`src/rtl/comp_cell_2_bit.sv`:
```
// Registered 2-bit unsigned magnitude comparator cell.
// Two 1-bit slices are merged MSB-first; the flags are registered, so the latency is one cycle.
module comp_cell_2_bit (
    input  logic       clk,
    input  logic       rst,
    input  logic [1:0] a,
    input  logic [1:0] b,
    output logic       eq,
    output logic       lt,
    output logic       gt
);

    logic e1, l1, g1;
    logic e0, l0, g0;
    logic eq_d, lt_d, gt_d;
    logic eq_q, lt_q, gt_q;

    // Bit-level slice terms
    always_comb begin
        e1 = ~(a[1] ^ b[1]);
        l1 = ~a[1] & b[1];
        g1 = a[1] & ~b[1];
        e0 = ~(a[0] ^ b[0]);
        l0 = ~a[0] & b[0];
        g0 = a[0] & ~b[0];
    end

    // The LSB slice only decides when the MSBs tie
    always_comb begin
        eq_d = e1 & e0;
        lt_d = l1 | (e1 & l0);
        gt_d = g1 | (e1 & g0);
    end

    always_ff @(posedge clk) begin
        if (rst) begin
            eq_q <= 1'b0;
            lt_q <= 1'b0;
            gt_q <= 1'b0;
        end else begin
            eq_q <= eq_d;
            lt_q <= lt_d;
            gt_q <= gt_d;
        end
    end

    assign eq = eq_q;
    assign lt = lt_q;
    assign gt = gt_q;

endmodule

```
`config.mk`:
```
export PLATFORM = sky130hd
export DESIGN_NAME = comp_cell_2_bit
export DESIGN_NICKNAME = d
export VERILOG_FILES = /design/src/rtl/comp_cell_2_bit.sv
export SDC_FILE = /design/constraint.sdc
export NUM_CORES = 1
export LEC_CHECK = 0
export ABC_AREA = 1
export BUFFER_PORTS_ARGS = -buffer_cell sky130_fd_sc_hd__buf_4
export CORE_AREA = 2 2 39 41
export CTS_BUF_LIST = sky130_fd_sc_hd__clkbuf_16
export DETAILED_ROUTE_END_ITERATION = 8
export DIE_AREA = 0 0 41 43
export PLACE_DENSITY_LB_ADDON = 0.25
export SYNTH_ARGS = -nofsm -noshare
export SYNTH_HDL_FRONTEND = slang
export SYNTH_SLANG_ARGS = --single-unit
```
`constraint.sdc`:
```
create_clock -name clk -period 0.8 [get_ports clk]
set_clock_uncertainty 0.15 [all_clocks]
set_input_delay 0.16 -clock clk [delete_from_list [all_inputs] [get_ports clk]]
set_output_delay 0.16 -clock clk [all_outputs]
set_load 0.02 [all_outputs]
```
==> results of run 1 <==
[registers in the layout, summed over array words and instances, names as in the netlist]
signal  cells
eq          1
gt          1
lt          1
[repair_timing]
| item | CTS | global route |
|---|---|---|
| gates resized for setup | 5 | 1 |
| setup endpoints to repair | 3 | 3 |
| hold endpoints to repair | 1 | 1 |
[metal layers]
layer	GRT usage	share of wire	up-vias
met5	0	0	-
met4	0.08000	0	0
met3	0.03665	0.17	0
met2	0.04688	0.41	7
met1	0.04153	0.41	58
li1	-	-	84
[through the flow]
| stage | area, um^2 | TNS, ns | setup WS (ns) |
|---|---|---|---|
| after floorplan | 173.9 | 0 | 0.002045 |
| after global placement | 254.0 | -0.4114 | -0.1500 |
| after detailed placement | 254.0 | -0.4019 | -0.1432 |
| after CTS | 346.6 | -0.4758 | -0.1606 |
| after global routing | 347.8 | -0.4995 | -0.1673 |
| final | 347.8 | -0.4611 | -0.1543 |
[how the worst max path moves through the flow]
stage          startpoint  end  slack (ns)  depth (start not counted)
2_1_floorplan        a[0]   eq       0.002                          4
3_5_place_dp         a[1]   gt       -0.14                          5
6_report               eq   eq       -0.15                          1
5_1_grt                gt   gt       -0.17                          1
3_3_place_gp         a[1]   gt       -0.15                          5
4_1_cts                eq   eq       -0.16                          1
[where the power goes]
part           switching, mW  internal [mW]
clock network          0.129          0.644
registers            0.00413          0.163
logic                 0.0427         0.0514
[final cells by class]
class                           instances  area (um^2)  share of cell area
Multi-Input combinational cell         12        95.09              0.2734
Clock buffer                            3        75.07              0.2158
Timing Repair Buffer                    8        71.32              0.2050
Sequential cell                         3        63.81              0.1835
Tap cell                               16        20.02             0.05755
Inverter                                5        18.77             0.05396
Clock inverter                          1        3.754             0.01079
[cell usage in the layout, fill, tap and decap left out, drive strengths merged]
| cell type | instances |
|---|---|
| dfxtp | 3 |
| nand2 | 5 |
| nand3 | 2 |
| buf | 8 |
| ha | 4 |
| clkbuf | 3 |
| nor2 | 1 |
| inv | 6 |
[Yosys cell counts]
cell	n
dfxtp_1	3
ha_1	4
inv_1	4
inv_2	1
nand2_1	5
nand3_1	2
nor2_1	1
[kinds of logic (layout without fill, tap and decap cells)]
logic type	count (synthesis)	in the layout	synth area share
buf+inv	5	17	0.1162
flops	3	3	0.3721
fa+ha+maj	4	4	0.3101
simple gates	8	8	0.2015
==> results.json, run 1 <==
{
  "pwr_density_cell_nw_per_um2": 2972,
  "critical_path.max_fanout": 1,
  "hold_depth": 2,
  "numCtsBuffers": 3,
  "arrival_ns": 0.64,
  "path_class": "reg -> out",
  "area_growth_pct": 115.5,
  "ys_ff_latch": 3,
  "grt_max_degree": 5,
  "cp-start-kind": "flop",
  "fin_nets": 43,
  "cts_root_buf": "clkbuf_16",
  "hp-start": "rst",
  "grt_pass1_wl_um": 476,
  "ir_drop_mv": 0.5064,
  "detail_route.wl_per_cell_um": 6.188,
  "ys_warn_count": 0,
  "seq_area_frac_synth": 0.3721,
  "synth.top_cell.area_share": 0.3721,
  "critPathTopFamily": "flip-flops",
  "slowest_stage": "dfxtp_2",
  "htreeDepth": 1,
  "slew_headroom": 0.9460,
  "drt-initial-drc-count": 0,
  "gp_congestion": 0.5857,
  "min-delay-path-class": "in -> reg",
  "synth_area_um2": 161.4,
  "hold_viol": 1,
  "maxCapViolations": 0,
  "core-area_um2": 1384,
  "die_h_um": 43,
  "cp_cell_sequence": "buf_6",
  "vias": 149,
  "start_util": 0.1166,
  "clk_pin_slew_worst_paths_ns": 0.03,
  "synth_nets": 30,
  "critPathCaptureType": "output pin",
  "outcome": "finished, violations left",
  "drive_gt1_frac": 0.5000,
  "ys_types": 7,
  "tightest_slew_ns": 0.08084,
  "holdPathEnd": "eq",
  "clk_path_buf_depth": 2,
  "ys_top_cells_by_area": "dfxtp_1 (37%), ha_1 (31%), nand2_1 (12%), inv_1 (9.3%), nand3_1 (6.2%)",
  "std_cell_rows": 14,
  "slew_violations": 0,
  "fin_crit_sh": 1.193,
  "fin_crit_ns": 0.9543,
  "via_per_inst": 3.104,
  "required_ns": 0.49,
  "antennaDiodeCount": 0,
  "crit_path_max_incr_delay_ns": 0.30,
  "track_usage": 0.04709,
  "drtAntennaViolNets": 0,
  "io_pins": 9,
  "drcViolationCount": 0,
  "dpl.cell_count": 44,
  "routed_wl_um": 297,
  "final_util": 0.2514,
  "io_buffers": 8,
  "grt_antenna_before_repair": 0,
  "rsz0062_at_grt": "true",
  "grt.overflow.total": 0,
  "fmax_ghz": 1.048,
  "fin_cells": 48,
  "yosysTopAreaCell": "dfxtp_1",
  "leakagePower_nw": 0.1881,
  "cts_tree": "yes",
  "n_fill_cell": 152,
  "worst_slack_ns": -0.1543,
  "netlist_instances": 20,
  "setup_violations": 3,
  "hold-worst-slack_ns": -0.04658,
  "die_width_um": 41,
  "first_global_vias": 144,
  "failed_checks": "negative hold slack, negative setup slack",
  "dr.pass1.iters": 1,
  "postCtsSetupRepairBufs": 0,
  "crit_buf_inv": 1,
  "syn_avg_cell_area_um2": 8.070,
  "cts_sinks": 3,
  "power.total_mw": 1.034,
  "die-area_um2": 1763
}
(Power assumes the default switching activity.)
==> inputs of run 2 (changes only) <==
- clock period: 0.8 -> 1 ns (I/O delays scaled with it)
==> run 2 against run 1 <==
The flow now finishes without violations. Highest routed layer unchanged. Combinational power shrank 20%. Critical path type unchanged. Cell count grew 4.2%. Critical path depth unchanged. Non-clock buffer count increased by 2. Critical endpoint unchanged. Clock-buffer cell count unchanged. Global-route usage grew 0.29 points. Clock power down 20%.
==> results.json, run 2 (synthesis gave the netlist of run 1 again) <==
{
  "ir_drop_mv": 0.4167,
  "hold_viol": 0,
  "io_pins": 9,
  "drcViolationCount": 0,
  "detail_route.wl_per_cell_um": 6.120,
  "numCtsBuffers": 3,
  "drt-initial-drc-count": 2,
  "wl_met3_um": 35,
  "critPathCaptureType": "output pin",
  "grt.overflow.total": 0,
  "clk_path_buf_depth": 2,
  "slew_headroom": 0.9416,
  "io_buffers": 8,
  "pwr_density_cell_nw_per_um2": 2336,
  "grt_max_degree": 5,
  "wl_met1_um": 143,
  "slowest_stage": "dfxtp_2",
  "hp-start": "rst",
  "postCtsSetupRepairBufs": 0,
  "leakagePower_nw": 0.1970,
  "final_util": 0.2550,
  "clk_pin_slew_worst_paths_ns": 0.03,
  "cts_root_buf": "clkbuf_16",
  "grt_antenna_before_repair": 0,
  "dpl.cell_count": 45,
  "slew_violations": 0,
  "maxUsedRoutingLayer": "met3",
  "hold-worst-slack_ns": 0.08925,
  "track_usage": 0.05000,
  "core-area_um2": 1384,
  "fin_cells": 50,
  "min-delay-path-class": "in -> reg",
  "vias": 155,
  "outcome": "complete, no violations",
  "std_cell_rows": 14,
  "required_ns": 0.65,
  "wl_met2_um": 127,
  "cp-endpoint": "eq",
  "area_growth_pct": 118.6,
  "fin_crit_ns": 0.9924,
  "via_per_inst": 3.100,
  "crit_buf_inv": 1,
  "power.total_uw": 824.1,
  "critPathTopFamily": "flip-flops",
  "crit_cells": 1,
  "die_width_um": 41,
  "cts_sinks": 3,
  "antennaDiodeCount": 0,
  "cp-startpoint": "eq",
  "gp_congestion": 0.5594,
  "critical_path.max_fanout": 1,
  "routed_wl_um": 306,
  "first_global_vias": 142,
  "die_h_um": 43,
  "cts_tree": "yes",
  "die-area_um2": 1763,
  "htreeDepth": 1,
  "dpl.hpwl_um": 242.1,
  "drtAntennaViolNets": 0,
  "cp_cell_sequence": "buf_6",
  "fin_nets": 45,
  "cp-start-kind": "flop",
  "dr.pass1.iters": 4,
  "final_cell_mix": "buf_4 (6), inv_1 (5), nand2_1 (5)",
  "crit_path_max_incr_delay_ns": 0.30,
  "setup_violations": 0,
  "drive_gt1_frac": 0.4706,
  "tightest_slew_ns": 0.08756,
  "rsz0062_at_grt": "true",
  "fmax_ghz": 1.008,
  "path_class": "reg -> out",
  "maxCapViolations": 0,
  "fin_crit_sh": 0.9924,
  "start_util": 0.1166,
  "mostFrequentLayoutCell": "buf_4",
  "arrival_ns": 0.64,
  "grt_pass1_wl_um": 517
}
## run 2: metrics by stage
| stage | cell area (um^2) | setup TNS, ns | worst slack, ns |
|---|---|---|---|
| 6_report | 352.8 | 0 | 0.007617 |
| 5_1_grt | 352.8 | -0.01305 | -0.007398 |
| 4_1_cts | 350.3 | 0 | 0.001428 |
| 3_5_place_dp | 249.0 | -0.07796 | -0.04106 |
| 3_3_place_gp | 249.0 | -0.07787 | -0.03721 |
| 2_1_floorplan | 161.4 | 0 | 0.09209 |
## run 2: power by group
group | leakage (nW) | total [mW] | switching [mW] | internal (mW)
Sequential | 0.0258 | 0.134 | 0.00315 | 0.130
Clock | 0.0423 | 0.615 | 0.100 | 0.515
Combinational | 0.129 | 0.0757 | 0.0332 | 0.0425
## run 2: what timing repair did
item / in CTS / in global routing
hold endpoints to repair: 1 / 0
endpoints found under the setup margin: 3 / 3
hold buffers: 1 / 0
resized for setup: 4 / 2
## run 2: area by class of cell
cell class,count,area (um^2)
tap,16,20.02
timing repair buffer,10,88.84
sequential,3,63.81
fill,149,1031
clock buffer,3,75.07
multi-input combinational,12,82.58
inverter,5,18.77
clock inverter,1,3.754
## run 2: how the worst min path moves through the flow
stage,depth (start not counted),end,slack (ns)
global placement,2,eq,0.24
global route,4,gt,0.12
floorplan,1,eq,0.12
detailed placement,2,eq,0.23
finish,4,gt,0.09
CTS,4,gt,0.09
## run 2: metal layers
metal	track usage	vias to the layer above
met4	0.08000	0
li1	-	86
met1	0.05079	62
met3	0.03141	0
met2	0.05000	7
met5	0	-
